$ cat src/rtl/stepper_positioner.sv
// Closed-count bipolar stepper positioner: accepts signed absolute targets over
// valid/ready, steps toward them at a programmable tick rate, then settles and pulses done.
module stepper_positioner #(
  parameter int POS_W        = 14,
  parameter int STEP_DIV     = 524288,
  parameter int SETTLE_TICKS = 4,
  parameter bit HOLD         = 1'b1
) (
  input  logic                    clk,
  input  logic                    reset,
  input  logic                    tgt_valid,
  output logic                    tgt_ready,
  input  logic signed [POS_W-1:0] tgt_pos,
  input  logic                    half_step,
  input  logic                    abort,
  output logic                    A1,
  output logic                    B1,
  output logic                    A2,
  output logic                    B2,
  output logic signed [POS_W-1:0] pos,
  output logic                    busy,
  output logic                    done
);

  localparam int CNT_W = (STEP_DIV > 2) ? $clog2(STEP_DIV) : 1;
  localparam int SET_W = (SETTLE_TICKS > 1) ? $clog2(SETTLE_TICKS) : 1;

  typedef enum logic [1:0] {
    S_IDLE,
    S_MOVE,
    S_SETTLE,
    S_DONE
  } state_t;

  function automatic logic [3:0] phase_coils(input logic [2:0] p);
    case (p)
      3'd0:    phase_coils = 4'b1000;
      3'd1:    phase_coils = 4'b1100;
      3'd2:    phase_coils = 4'b0100;
      3'd3:    phase_coils = 4'b0110;
      3'd4:    phase_coils = 4'b0010;
      3'd5:    phase_coils = 4'b0011;
      3'd6:    phase_coils = 4'b0001;
      default: phase_coils = 4'b1001;
    endcase
  endfunction

  state_t                   state_q, state_d;
  logic [CNT_W-1:0]         cnt_q, cnt_d;
  logic [SET_W-1:0]         settle_q, settle_d;
  logic [2:0]               p_q, p_d;
  logic signed [POS_W-1:0]  pos_q, pos_d;
  logic signed [POS_W-1:0]  tgt_q, tgt_d;
  logic                     half_q, half_d;
  logic [3:0]               coils_q, coils_d;
  logic                     busy_q, busy_d;
  logic                     done_q, done_d;
  logic                     ready_q, ready_d;

  logic                     tick;
  logic                     accept;
  logic [POS_W:0]           diff;
  logic [2:0]               step_size;
  logic signed [POS_W-1:0]  pos_step;
  logic [2:0]               p_step;

  // NOTE: every signal assigned in this block gets a default first, so no path
  // through the case statement can leave one unassigned and infer a latch.
  always_comb begin
    state_d  = state_q;
    settle_d = settle_q;
    p_d      = p_q;
    pos_d    = pos_q;
    tgt_d    = tgt_q;
    half_d   = half_q;

    tick   = (cnt_q == CNT_W'(STEP_DIV - 1));
    cnt_d  = tick ? '0 : cnt_q + CNT_W'(1);
    accept = tgt_valid && ready_q && (state_q == S_IDLE);

    // Sign-extended by one bit so the difference of two extreme positions cannot wrap.
    diff      = {tgt_q[POS_W-1], tgt_q} - {pos_q[POS_W-1], pos_q};
    step_size = half_q ? 3'd1 : 3'd2;
    pos_step  = diff[POS_W] ? pos_q - POS_W'(1) : pos_q + POS_W'(1);
    p_step    = diff[POS_W] ? p_q - step_size : p_q + step_size;

    case (state_q)
      S_IDLE: begin
        if (accept) begin
          tgt_d   = tgt_pos;
          half_d  = half_step;
          state_d = (tgt_pos != pos_q) ? S_MOVE : S_DONE;
        end
      end
      S_MOVE: begin
        if (abort) begin
          settle_d = '0;
          state_d  = S_SETTLE;
        end else if (tick) begin
          pos_d = pos_step;
          p_d   = p_step;
          if (pos_step == tgt_q) begin
            settle_d = '0;
            state_d  = S_SETTLE;
          end
        end
      end
      S_SETTLE: begin
        if (tick) begin
          if (settle_q == SET_W'(SETTLE_TICKS - 1)) state_d = S_DONE;
          else settle_d = settle_q + SET_W'(1);
        end
      end
      default: state_d = S_IDLE;
    endcase

    busy_d  = (state_d == S_MOVE) || (state_d == S_SETTLE);
    done_d  = (state_q == S_DONE);
    ready_d = (state_q == S_IDLE) && !accept;
    coils_d = (HOLD || busy_d) ? phase_coils(p_d) : 4'b0000;
  end

  // NOTE: state registers use non-blocking assignments so every flop samples
  // the pre-edge values regardless of statement order.
  always_ff @(posedge clk or posedge reset) begin
    if (reset) begin
      state_q  <= S_IDLE;
      cnt_q    <= '0;
      settle_q <= '0;
      p_q      <= 3'd1;
      pos_q    <= '0;
      tgt_q    <= '0;
      half_q   <= 1'b0;
      coils_q  <= HOLD ? 4'b1100 : 4'b0000;
      busy_q   <= 1'b0;
      done_q   <= 1'b0;
      ready_q  <= 1'b0;
    end else begin
      state_q  <= state_d;
      cnt_q    <= cnt_d;
      settle_q <= settle_d;
      p_q      <= p_d;
      pos_q    <= pos_d;
      tgt_q    <= tgt_d;
      half_q   <= half_d;
      coils_q  <= coils_d;
      busy_q   <= busy_d;
      done_q   <= done_d;
      ready_q  <= ready_d;
    end
  end

  assign {A1, B1, A2, B2} = coils_q;
  assign pos       = pos_q;
  assign busy      = busy_q;
  assign done      = done_q;
  assign tgt_ready = ready_q;

endmodule

$ cat config.mk
export PLATFORM = sky130hd
export DESIGN_NAME = stepper_positioner
export DESIGN_NICKNAME = d
export VERILOG_FILES = /design/src/rtl/stepper_positioner.sv
export SDC_FILE = /design/constraint.sdc
export NUM_CORES = 1
export LEC_CHECK = 0
export CAP_MARGIN = 10
export CORE_ASPECT_RATIO = 1.75
export CORE_MARGIN = 8
export CORE_UTILIZATION = 58
export DETAILED_ROUTE_END_ITERATION = 10
export PLACE_DENSITY = 0.84
export SETUP_SLACK_MARGIN = 0.3
export SLEW_MARGIN = 20
export SYNTH_ARGS = -nofsm -noshare
export SYNTH_HDL_FRONTEND = slang
export SYNTH_SLANG_ARGS = --single-unit
$ cat constraint.sdc
create_clock -name clk -period 5.5 [get_ports clk]
set_input_delay 0.825 -clock clk [delete_from_list [all_inputs] [get_ports clk]]
set_output_delay 0.825 -clock clk [all_outputs]
set_load 0.01 [all_outputs]
==> results of run 1 <==
registers in the layout, indices dropped and copies added, names as in the netlist:
| register | cells |
|---|---|
| busy | 1 |
| cnt_q | 19 |
| coils_q | 4 |
| done | 1 |
| half_q | 1 |
| p_q | 3 |
| pos | 14 |
| settle_q | 2 |
| state_q | 2 |
| tgt_q | 14 |
| tgt_ready | 1 |
how the worst min path moves through the flow:
stage,startpoint,endpoint,slack [ps],depth (start not counted)
after floorplan,cnt_q[18]$_DFF_PP0_,cnt_q[18]$_DFF_PP0_,440,1
after global placement,cnt_q[0]$_DFF_PP0_,cnt_q[0]$_DFF_PP0_,460,1
after detailed placement,cnt_q[10]$_DFF_PP0_,cnt_q[10]$_DFF_PP0_,480,1
after CTS,cnt_q[10]$_DFF_PP0_,cnt_q[10]$_DFF_PP0_,490,1
after global routing,cnt_q[0]$_DFF_PP0_,cnt_q[0]$_DFF_PP0_,510,1
final,cnt_q[10]$_DFF_PP0_,cnt_q[10]$_DFF_PP0_,490,1
where the power goes:
| group | internal [mW] | switching, mW | leakage, nW |
|---|---|---|---|
| sequential | 0.457 | 0 | 0.820 |
| clock | 0.361 | 0.200 | 0.143 |
| combinational | 0.0153 | 0.0158 | 1.26 |
layout make-up:
class	instances	area, um^2
multi-input combinational	331	2407
fill	508	1977
sequential	62	1555
timing repair buffer	42	412.9
clock buffer	12	246.5
inverter	28	105.1
tap	84	105.1
clock inverter	4	47.55
per-stage QoR:
step | util, % | area [um^2]
finish | 71.17 | 4880
CTS | 71.17 | 4880
detailed placement | 66.88 | 4586
global route | 71.17 | 4880
global placement | 66.88 | 4586
floorplan | - | 4105
per-layer routing:
metal  share of wire [%]  vias to the layer above  global-route usage (%)  routed length, um
li1                    -                     1597                       -                  -
met1                  37                     1576                   20.55               3618
met2                  54                       74                   36.07               5291
met3                 3.5                       40                   3.933                342
met4                 6.3                        0                   17.78                624
met5                   0                        -                       0                  0
cell usage in the layout (no fill, tap or decap), types with 4 or more instances in the layout:
| master | Yosys | routed |
|---|---|---|
| nor3_1 | 11 | 10 |
| a21oi_1 | 18 | 18 |
| or3_1 | 4 | 4 |
| xor2_1 | 15 | 15 |
| dfrtp_1 | 59 | 59 |
| nand3_1 | 18 | 18 |
| a21o_1 | 9 | 9 |
| clkdlybuf4s50_1 | 0 | 39 |
| nand4_1 | 6 | 6 |
| inv_1 | 27 | 26 |
| and3_1 | 4 | 4 |
| o21ai_1 | 17 | 17 |
| xnor2_1 | 36 | 36 |
| nor2b_1 | 5 | 5 |
| clkbuf_16 | 0 | 9 |
| ha_1 | 29 | 29 |
| nand2_1 | 39 | 39 |
| o21ai_0 | 10 | 10 |
| mux2_1 | 17 | 17 |
| nor2_1 | 35 | 35 |
| a211oi_1 | 5 | 5 |
| nand2b_1 | 6 | 6 |
cell usage after synthesis, drive strengths merged, types with 5 or more instances:
library cell	count
a211oi	5
a21o	9
a21oi	18
clkbuf	10
dfrtp	59
ha	29
inv	28
mux2	19
nand2	39
nand2b	6
nand3	18
nand4	6
nor2	36
nor2b	5
nor3	12
o21ai	28
xnor2	38
xor2	15
kinds of logic (layout without fill, tap and decap cells):
logic type,after synthesis,in the layout,synth area share (%)
AOI/OAI and AO/OA,78,78,12.31
xor gates and xnor gates,55,55,12.80
adders and majority gates,31,31,9.814
buffers and inverters,39,86,3.596
DFF,62,62,37.88
muxes,22,22,6.035
and+or+nand+nor,145,145,17.56
critical path: cells and delay by family, from the launching register on:
family | cells | cell delay (ps)
xor gates and xnor gates | 1 | 150
muxes | 1 | 670
adders and majority gates | 2 | 640
AOI/OAI and AO/OA | 5 | 1260
DFF | 1 | 430
buffers and inverters | 1 | 70
and+or+nand+nor | 5 | 1390
==> qor_table.md, run 1 <==
| Metric | Reported | Unit |
|:---|:---|:---|
| Result of the run | finished clean | - |
| Area share of the largest cell type after synthesis | 35.96 | % |
| DR vias/cell | 5.838 | - |
| Instance count after placement with tap cells included | 547 | - |
| Path class of the lowest-slack min-delay path | register to register | - |
| Sum of negative setup slack | 0 | ps |
| Post-synth design cell area | 4105 | um^2 |
| Category of the worst setup path launch point | register | - |
| Launch point of the worst reg-to-reg path | pos[13]$_DFFE_PP0P_ | - |
| Antenna violations before repair | 0 | - |
| Critical register-to-register path endpoint | settle_q[0]$_DFFE_PP0P_ | - |
| Die X | 79.60 | um |
| Worst path slowest cell | mux2i_2 | - |
| RSZ-0062 raised after global routing | false | - |
| Skew-Pair Late Insertion Delay | 340 | ps |
| Achievable clock frequency | 211.6 | MHz |
| Overall power | 1.049 | mW |
| Quantity of gates resized following cts | 0 | - |
| Setup-failing EPs final | 0 | - |
| Number of global-route vias before repair | 3519 | - |
| Clock period minus final worst setup slack | 4727 | ps |
| Total number of nets in the final design | 524 | - |
| Last element of the critical path | settle_q[0]$_DFFE_PP0P_ | - |
| Total vias in the final route | 3287 | - |
| Pwr dens | 214.9 | nW/um^2 |
| Final count of hold timing violations | 0 | - |
| Root Buffer | clkbuf_16 | - |
| Core ar. | 6857 | um^2 |
| Data arrival time of the critical path | 4950 | ps |
| Clk slew on worst S/H paths | 60 | ps |
| GRT overflow | 0 | - |
| Post-CTS Setup Bufs | 0 | - |
| Seq/Total Area, Yosys | 37.88 | % |
| Max-capacitance violation count | 0 | - |
| Warnings from Yosys | 0 | - |
| Fraction of registers with async set or reset after synthesis | 100.0 | % |
| Post-synth EDFFs | 0 | - |
| Synthesized instance count | 432 | - |
| Half-perimeter wire length after placement | 7557 | um |
| Number of port buffers | 39 | - |
| Final Non-Filler Cells | 563 | - |
| Max-slew violation count | 0 | - |
| Post-Route WL | 9877 | um |
| Initial Util | 59.87 | % |
| Distinct cell type count of the synthesized netlist | 58 | - |
| DRC errors left | 0 | - |
| Share of the clock period used by the worst path after layout | 85.94 | % |
| Most area-hungry cell type in the Yosys netlist | dfrtp_1 | - |
| Wire length of the first global-routing pass | 16430 | um |
| Main flop type after synthesis | dfrtp_1 | - |
| GRT Overall Usage | 20.88 | % |
| Number of DRC violations after detailed-routing iteration 0 | 154 | - |
| Clock net sink count | 62 | - |
| Endpoint required time on the critical path | 5730 | ps |
| Post-Synthesis Mean Instance Area | 9.503 | um^2 |
| Number of hold buffers added after CTS | 0 | - |
| Inserted Clock Buffers | 9 | - |
| Setup slack of the worst register-to-register path | 770 | ps |
| Hold Slack | 491.6 | ps |
| Worst setup margin | 773.2 | ps |
| Number of nets still failing antenna checks after routing | 0 | - |
| Post-synth net total | 482 | - |
| Synth area leaders | dfrtp_1 36%, ha_1 8.8%, xnor2_1 7.7% | - |
| 1st-pass router iterations | 4 | - |
| Slew HR | 28.33 | % |
| Std-Cell Rows | 40 | - |
| Crit path max fanout | 11 | - |
| Pin slew with the least headroom to its limit | 1072 | ps |
| RePlAce Congestion | 0.9545 | - |
| Inserted Diodes | 0 | - |
| Buffer depth of the longest clock path | 2 | - |
| Die ar. | 10130 | um^2 |
| Leakage Power | 2.227 | nW |
| Largest stage delay on the critical path | 670 | ps |
| Worst setup path startpoint | pos[13]$_DFFE_PP0P_ | - |
| Layout area overhead | 18.87 | % |
| Worst voltage drop across the vdd grid | 0.2440 | mV |
| CP Cell Sequence | inv_1, ha_1, or4_1, o32ai_2, mux2i_2, ha_1, a21o_1, a31o_1, or2_4, a311oi_2, xnor2_1, nor4_2, a31o_1, nand2_1, and3_1 | - |
| Share of cells above drive strength 1 | 7.516 | % |
| Post-detailed-route wirelength per cell | 17.54 | um |
| CTS tree | built | - |
| Largest net degree at the start of global routing | 63 | - |
| Placement Setup Slack | 792.6 | ps |
| Worst setup path category | register to register | - |
| I/O pin total | 40 | - |
| Register bit count reported by yosys | 62 | - |
| Maximum level of the CTS H-tree | 3 | - |
| Count of cells along the worst register-to-register path | 15 | - |
| Largest clock skew in the final design | 8.071 | ps |
| Die outline height | 127.3 | um |
| Kind of end point of the critical path | register | - |
Power figures use the tool's default switching activity.
==> run 2: changes to the inputs <==
--- a/config.mk
+++ b/config.mk
@@ -12,6 +12,7 @@
 export DETAILED_ROUTE_END_ITERATION = 10
 export PLACE_DENSITY = 0.84
 export SETUP_SLACK_MARGIN = 0.3
+export SKIP_CTS_REPAIR_TIMING = 1
 export SLEW_MARGIN = 20
 export SYNTH_ARGS = -nofsm -noshare
 export SYNTH_HDL_FRONTEND = slang
==> results of run 2 <==
The final DEF is identical to that of run 1; final timing and power are the same.
